===== src/rtl/id_ex_reg.sv =====
// ID->EX pipeline register: captures the decoded bundle from ID, supports
// hazard stall (hold) and flush (bubble), and counts inserted bubbles.
module id_ex_reg #(
  parameter int INST_WIDTH       = 32,
  parameter int INST_ADDR_WIDTH  = 32,
  parameter int DATA_WIDTH       = 32,
  parameter int ALU_CTRL_WIDTH   = 1,
  parameter int BUBBLE_CNT_WIDTH = 16
) (
  input  logic                        clk,
  input  logic                        rst,
  input  logic                        stall_ID_EX,
  input  logic                        flush_ID_EX,
  input  logic                        valid_ID,
  input  logic [INST_ADDR_WIDTH-1:0]  PC_ID,
  input  logic [INST_ADDR_WIDTH-1:0]  PC_plus_4_ID,
  input  logic [INST_WIDTH-1:0]       INST_ID,
  input  logic [4:0]                  rs1_ID,
  input  logic [4:0]                  rs2_ID,
  input  logic [4:0]                  rd_ID,
  input  logic [DATA_WIDTH-1:0]       imm_ID,
  input  logic [DATA_WIDTH-1:0]       rs1_data_ID,
  input  logic [DATA_WIDTH-1:0]       rs2_data_ID,
  input  logic                        reg_write_ID,
  input  logic                        mem_write_ID,
  input  logic                        uncond_jump_ID,
  input  logic                        meet_branch_ID,
  input  logic                        pc_jal_sel_ID,
  input  logic [1:0]                  result_sel_ID,
  input  logic [1:0]                  alu_sel_0_ID,
  input  logic [1:0]                  alu_sel_1_ID,
  input  logic [ALU_CTRL_WIDTH-1:0]   alu_ctrl_ID,
  output logic [INST_ADDR_WIDTH-1:0]  PC_ID_EX_o,
  output logic [INST_ADDR_WIDTH-1:0]  PC_plus_4_ID_EX_o,
  output logic [INST_WIDTH-1:0]       INST_ID_EX_o,
  output logic [4:0]                  rs1_ID_EX_o,
  output logic [4:0]                  rs2_ID_EX_o,
  output logic [4:0]                  rd_ID_EX_o,
  output logic [DATA_WIDTH-1:0]       imm_ID_EX_o,
  output logic [DATA_WIDTH-1:0]       rs1_data_ID_EX_o,
  output logic [DATA_WIDTH-1:0]       rs2_data_ID_EX_o,
  output logic                        reg_write_ID_EX_o,
  output logic                        mem_write_ID_EX_o,
  output logic                        uncond_jump_ID_EX_o,
  output logic                        meet_branch_ID_EX_o,
  output logic                        pc_jal_sel_ID_EX_o,
  output logic [1:0]                  result_sel_ID_EX_o,
  output logic [1:0]                  alu_sel_0_ID_EX_o,
  output logic [1:0]                  alu_sel_1_ID_EX_o,
  output logic [ALU_CTRL_WIDTH-1:0]   alu_ctrl_ID_EX_o,
  output logic                        valid_ID_EX_o,
  output logic [BUBBLE_CNT_WIDTH-1:0] bubble_cnt_o
);

  typedef struct packed {
    logic [INST_ADDR_WIDTH-1:0] pc;
    logic [INST_ADDR_WIDTH-1:0] pc_plus_4;
    logic [INST_WIDTH-1:0]      inst;
    logic [4:0]                 rs1;
    logic [4:0]                 rs2;
    logic [4:0]                 rd;
    logic [DATA_WIDTH-1:0]      imm;
    logic [DATA_WIDTH-1:0]      rs1_data;
    logic [DATA_WIDTH-1:0]      rs2_data;
    logic                       reg_write;
    logic                       mem_write;
    logic                       uncond_jump;
    logic                       meet_branch;
    logic                       pc_jal_sel;
    logic [1:0]                 result_sel;
    logic [1:0]                 alu_sel_0;
    logic [1:0]                 alu_sel_1;
    logic [ALU_CTRL_WIDTH-1:0]  alu_ctrl;
    logic                       valid;
  } stage_t;

  // Bubble is a canonical NOP (addi x0,x0,0) with every side-effect bit clear.
  function automatic stage_t bubble_f();
    stage_t b;
    b      = '0;
    b.inst = INST_WIDTH'(32'h0000_0013);
    return b;
  endfunction

  stage_t                      stage_q, stage_d, load_s;
  logic [BUBBLE_CNT_WIDTH-1:0] cnt_q, cnt_d;

  always_comb begin
    load_s             = '0;
    load_s.pc          = PC_ID;
    load_s.pc_plus_4   = PC_plus_4_ID;
    load_s.inst        = INST_ID;
    load_s.rs1         = rs1_ID;
    load_s.rs2         = rs2_ID;
    load_s.rd          = rd_ID;
    load_s.imm         = imm_ID;
    load_s.rs1_data    = rs1_data_ID;
    load_s.rs2_data    = rs2_data_ID;
    load_s.reg_write   = reg_write_ID;
    load_s.mem_write   = mem_write_ID;
    load_s.uncond_jump = uncond_jump_ID;
    load_s.meet_branch = meet_branch_ID;
    load_s.pc_jal_sel  = pc_jal_sel_ID;
    load_s.result_sel  = result_sel_ID;
    load_s.alu_sel_0   = alu_sel_0_ID;
    load_s.alu_sel_1   = alu_sel_1_ID;
    load_s.alu_ctrl    = alu_ctrl_ID;
    load_s.valid       = valid_ID;
  end

  always_comb begin
    stage_d = stage_q;
    cnt_d   = cnt_q;
    if (flush_ID_EX) begin
      stage_d = bubble_f();
      if (cnt_q != '1) cnt_d = cnt_q + 1'b1;
    end else if (!stall_ID_EX) begin
      stage_d = load_s;
    end
  end

  always_ff @(posedge clk or posedge rst) begin
    if (rst) begin
      stage_q <= bubble_f();
      cnt_q   <= '0;
    end else begin
      stage_q <= stage_d;
      cnt_q   <= cnt_d;
    end
  end

  assign PC_ID_EX_o          = stage_q.pc;
  assign PC_plus_4_ID_EX_o   = stage_q.pc_plus_4;
  assign INST_ID_EX_o        = stage_q.inst;
  assign rs1_ID_EX_o         = stage_q.rs1;
  assign rs2_ID_EX_o         = stage_q.rs2;
  assign rd_ID_EX_o          = stage_q.rd;
  assign imm_ID_EX_o         = stage_q.imm;
  assign rs1_data_ID_EX_o    = stage_q.rs1_data;
  assign rs2_data_ID_EX_o    = stage_q.rs2_data;
  assign reg_write_ID_EX_o   = stage_q.reg_write;
  assign mem_write_ID_EX_o   = stage_q.mem_write;
  assign uncond_jump_ID_EX_o = stage_q.uncond_jump;
  assign meet_branch_ID_EX_o = stage_q.meet_branch;
  assign pc_jal_sel_ID_EX_o  = stage_q.pc_jal_sel;
  assign result_sel_ID_EX_o  = stage_q.result_sel;
  assign alu_sel_0_ID_EX_o   = stage_q.alu_sel_0;
  assign alu_sel_1_ID_EX_o   = stage_q.alu_sel_1;
  assign alu_ctrl_ID_EX_o    = stage_q.alu_ctrl;
  assign valid_ID_EX_o       = stage_q.valid;
  assign bubble_cnt_o        = cnt_q;

endmodule


===== config.mk =====
export PLATFORM = sky130hd
export DESIGN_NAME = id_ex_reg
export DESIGN_NICKNAME = d
export VERILOG_FILES = /design/src/rtl/id_ex_reg.sv
export SDC_FILE = /design/constraint.sdc
export NUM_CORES = 1
export LEC_CHECK = 0
export CAP_MARGIN = 20
export CORE_AREA = 4 4 178 180
export DETAILED_ROUTE_END_ITERATION = 12
export DIE_AREA = 0 0 182 184
export PLACE_DENSITY = 0.72
export SYNTH_ARGS = -nofsm -noshare
export SYNTH_HDL_FRONTEND = slang
export SYNTH_SLANG_ARGS = --single-unit
export TNS_END_PERCENT = 30

===== constraint.sdc =====
create_clock -name clk -period 9.16 [get_ports clk]
set_clock_uncertainty 0.05 [all_clocks]
set_input_delay 1.832 -clock clk [delete_from_list [all_inputs] [get_ports clk]]
set_output_delay 1.832 -clock clk [all_outputs]
set_load 0.02 [all_outputs]

==> insert_results.sql <==
INSERT INTO impl_metrics (metric_group, metric, value, unit) VALUES
('cells_and_area', 'fillCellCount', '2647', ''),
('critical_path', 'kind_of_capture_point_of_the_worst_setup_path', 'output pin', ''),
('drt', 'drt-pass1-iter-count', '4', ''),
('logic_synthesis', 'ys_async_sr_fraction', '100.0', '%'),
('clock_network', 'cts.sink_count', '236', ''),
('logic_synthesis', 'post_synthesis_sequential_element_count', '236', ''),
('critical_path', 'rr_worst_depth', '5', ''),
('place', 'dp.final_hpwl', '20840', 'um'),
('sta', 'min_period', '3598', 'ps'),
('drt', 'topRoutingLayerUsed', 'met5', ''),
('floorplanning', 'initial_standard_cell_utilization_of_the_core', '31.76', '%'),
('logic_synthesis', 'synthesis.yosys.warnings', '0', ''),
('drt', 'route.detailed.vias_per_inst', '4.612', ''),
('drt', 'antenna_violating_nets_post_route', '0', ''),
('critical_path', 'worstSetupPathDepth', '1', ''),
('logic_synthesis', 'syn-num-nets', '1012', ''),
('drt', 'detailroute.wirelength.met3', '3009', 'um'),
('sta', 'final-max-slew-violation-count', '0', ''),
('logic_synthesis', 'ys_dominant_reg_cell', 'sky130_fd_sc_hd__dfrtp_1', ''),
('logic_synthesis', 'synthCells', '787', ''),
('logic_synthesis', 'mappedNetlistArea', '9589', 'um^2'),
('logic_synthesis', 'synth_enable_flop_cells', '0', ''),
('drt', 'detail_route.drc_violations', '0', ''),
('cells_and_area', 'area_growth', '60.92', '%'),
('power', 'p_total', '2.807', 'mW'),
('clock_network', 'cts.hold.buffers_added', '0', ''),
('critical_path', 'cp_num_buf_inv', '1', ''),
('grt', 'antenna_found_initial', '1', ''),
('drt', 'drt_iter0_drc', '312', ''),
('grt', 'grt_pass1_vias', '8000', ''),
('clock_network', 'cts_resized', '0', ''),
('logic_synthesis', 'synth_commonest_cells', 'sky130_fd_sc_hd__dfrtp_1, sky130_fd_sc_hd__nor2_1, sky130_fd_sc_hd__mux2i_1, sky130_fd_sc_hd__buf_2, sky130_fd_sc_hd__clkbuf_1', ''),
('sta', 'setup-violations-final', '0', ''),
('floorplanning', 'fp.dieW', '182', 'um'),
('clock_network', 'clkSlewWorstSetupHoldPaths', '60', 'ps'),
('grt', 'grt_usage', '16.54', '%'),
('floorplanning', 'die_area', '33490', 'um^2'),
('worst_hold_path', 'min_path_cells', '1', ''),
('power', 'power.leakage', '7.192', 'nW'),
('logic_synthesis', 'synthDistinctLibCells', '34', ''),
('floorplanning', 'core', '30190', 'um^2'),
('floorplanning', 'placement_rows', '64', ''),
('clock_network', 'cts_max_level', '1', ''),
('place', 'port_buffers', '459', ''),
('clock_network', 'cts_root_buffer', 'sky130_fd_sc_hd__clkbuf_16', ''),
('logic_synthesis', 'post_synth.cell_area_avg', '12.18', 'um^2'),
('critical_path', 'path_cells', 'clkdlybuf4s50_1', ''),
('logic_synthesis', 'synth.largest_area_cell', 'sky130_fd_sc_hd__dfrtp_1', ''),
('logic_synthesis', 'yosys.cell_count.top_type', 'sky130_fd_sc_hd__dfrtp_1', ''),
('drt', 'met2RoutedLength', '14240', 'um'),
('sta', 'slew_of_the_pin_with_the_lowest_slew_margin', '1075', 'ps'),
('critical_path', 'cpPeakStageDelay', '680', 'ps'),
('clock_network', 'tritoncts_buffers', '26', ''),
('sta', 'max_freq', '278.0', 'MHz'),
('drt', 'detail_route.wl_per_cell', '17.77', 'um'),
('run_status', 'outcome', 'completed', ''),
('drt', 'vias', '7573', ''),
('grt', 'grt_start_max_net_pins', '124', ''),
('logic_synthesis', 'synth_top_area_share', '60.80', '%'),
('cells_and_area', 'antenna_cells', '0', ''),
('drt', 'wl_met1', '11120', 'um'),
('critical_path', 'arrival_time_of_the_worst_setup_path', '1720', 'ps'),
('sta', 'slew_headroom', '28.33', '%'),
('drt', 'wirelength', '29180', 'um'),
('power', 'vdd_ir_drop_max', '0.0001311', 'V'),
('sta', 'timing.final.crit_share', '39.28', '%'),
('flow_run', 'cap_viol_max_count', '0', ''),
('critical_path', 'crit_type', 'flop to output pin', ''),
('floorplanning', 'design.portCount', '460', ''),
('critical_path', 'crit_family', 'buffers and inverters', ''),
('floorplanning', 'floorplan.die.height', '184', 'um');
[worst paths after layout]
path | from | to | slack (ps)
min in group asynchronous | rst | imm_ID_EX_o[21] | 1820
setup reg to reg | bubble_cnt_o[0] | bubble_cnt_o[15] | 7390
hold reg to reg | bubble_cnt_o[15] | bubble_cnt_o[15] | 450
hold / removal | bubble_cnt_o[15] | bubble_cnt_o[15] | 450
setup / recovery | bubble_cnt_o[3] | bubble_cnt_o[3] | 5560
max in group asynchronous | rst | INST_ID_EX_o[3] | 5800
[power by group]
part,switching [mW],total [mW],internal [mW]
combinational,0.253,0.528,0.275
sequential,0.0580,1.17,1.11
clock,0.419,1.11,0.688
total,0.730,2.81,2.08
[area by class of cell]
type | count | area [um^2] | area share [%]
Multi-Input combinational cell | 497 | 3442 | 22.31
Tap cell | 396 | 495.5 | 3.211
Timing Repair Buffer | 464 | 4651 | 30.14
Clock inverter | 10 | 155.1 | 1.005
Sequential cell | 236 | 5909 | 38.30
Clock buffer | 36 | 759.5 | 4.922
Inverter | 3 | 18.77 | 0.1216
[kinds of logic (layout without fill, tap and decap cells)]
group,after synthesis,after routing,synth area share (%)
xor gates and xnor gates,8,8,0.7307
muxes,220,220,22.99
AOI/OAI and AO/OA,11,11,0.9004
buffers and inverters,54,513,2.479
and+or+nand+nor,257,257,11.14
DFF,236,236,61.63
adders and majority gates,1,1,0.1305
[per-stage QoR]
| stage | cell area [um^2] | utilization, % | hold slack, ps | setup WS (ps) | cells |
|---|---|---|---|---|---|
| 2_1_floorplan | 9589 | - | 545.7 | 808.3 | 787 |
| 5_1_grt | 15430 | 51.11 | 461.4 | 5476 | 1642 |
| 3_5_place_dp | 14520 | 48.09 | 446.0 | 5181 | 1596 |
| 3_3_place_gp | 14520 | 48.09 | 437.5 | 5183 | 1596 |
| 4_1_cts | 15430 | 51.11 | 454.3 | 5515 | 1642 |
| 6_report | 15430 | 51.11 | 453.1 | 5562 | 1642 |
[layout by cell type (no fill, tap or decap), types with 2 or more instances in the layout]
master and count:
sky130_fd_sc_hd__clkdlybuf4s50_1 457, sky130_fd_sc_hd__dfrtp_1 233, sky130_fd_sc_hd__nor2_1 222, sky130_fd_sc_hd__mux2i_1 218, sky130_fd_sc_hd__clkbuf_16 27, sky130_fd_sc_hd__xor2_1 5, sky130_fd_sc_hd__nand2_1 5, sky130_fd_sc_hd__clkbuf_8 5
sky130_fd_sc_hd__nand4_1 4, sky130_fd_sc_hd__and4_1 4, sky130_fd_sc_hd__nand3_1 4, sky130_fd_sc_hd__a21oi_1 4, sky130_fd_sc_hd__clkinv_2 4, sky130_fd_sc_hd__bufinv_16 4, sky130_fd_sc_hd__clkbuf_1 4, sky130_fd_sc_hd__buf_4 4
sky130_fd_sc_hd__dfstp_2 3, sky130_fd_sc_hd__nor2b_1 3, sky130_fd_sc_hd__a211o_1 3, sky130_fd_sc_hd__xnor2_1 3, sky130_fd_sc_hd__a31oi_1 3, sky130_fd_sc_hd__nor3_1 3, sky130_fd_sc_hd__and3_1 2, sky130_fd_sc_hd__nand3_2 2
sky130_fd_sc_hd__nor4_1 2, sky130_fd_sc_hd__clkinvlp_4 2
[flip-flops by register name, summed over array words and instances, names as in the netlist, 2 cells and up]
signal and count:
PC_plus_4_ID_EX_o 32, rs2_ID_EX_o 5, result_sel_ID_EX_o 2, rs1_ID_EX_o 5
rs2_data_ID_EX_o 32, alu_sel_0_ID_EX_o 2, alu_sel_1_ID_EX_o 2, PC_ID_EX_o 32
bubble_cnt_o 16, rd_ID_EX_o 5, imm_ID_EX_o 32, INST_ID_EX_o 32
rs1_data_ID_EX_o 32
[metal layers]
layer | up-vias | global-route usage, %
met4 | 2 | 4.293
met1 | 3671 | 19.09
met5 | - | 0
met2 | 324 | 28.60
met3 | 48 | 6.866
li1 | 3528 | -
Power figures use the tool's default switching activity.
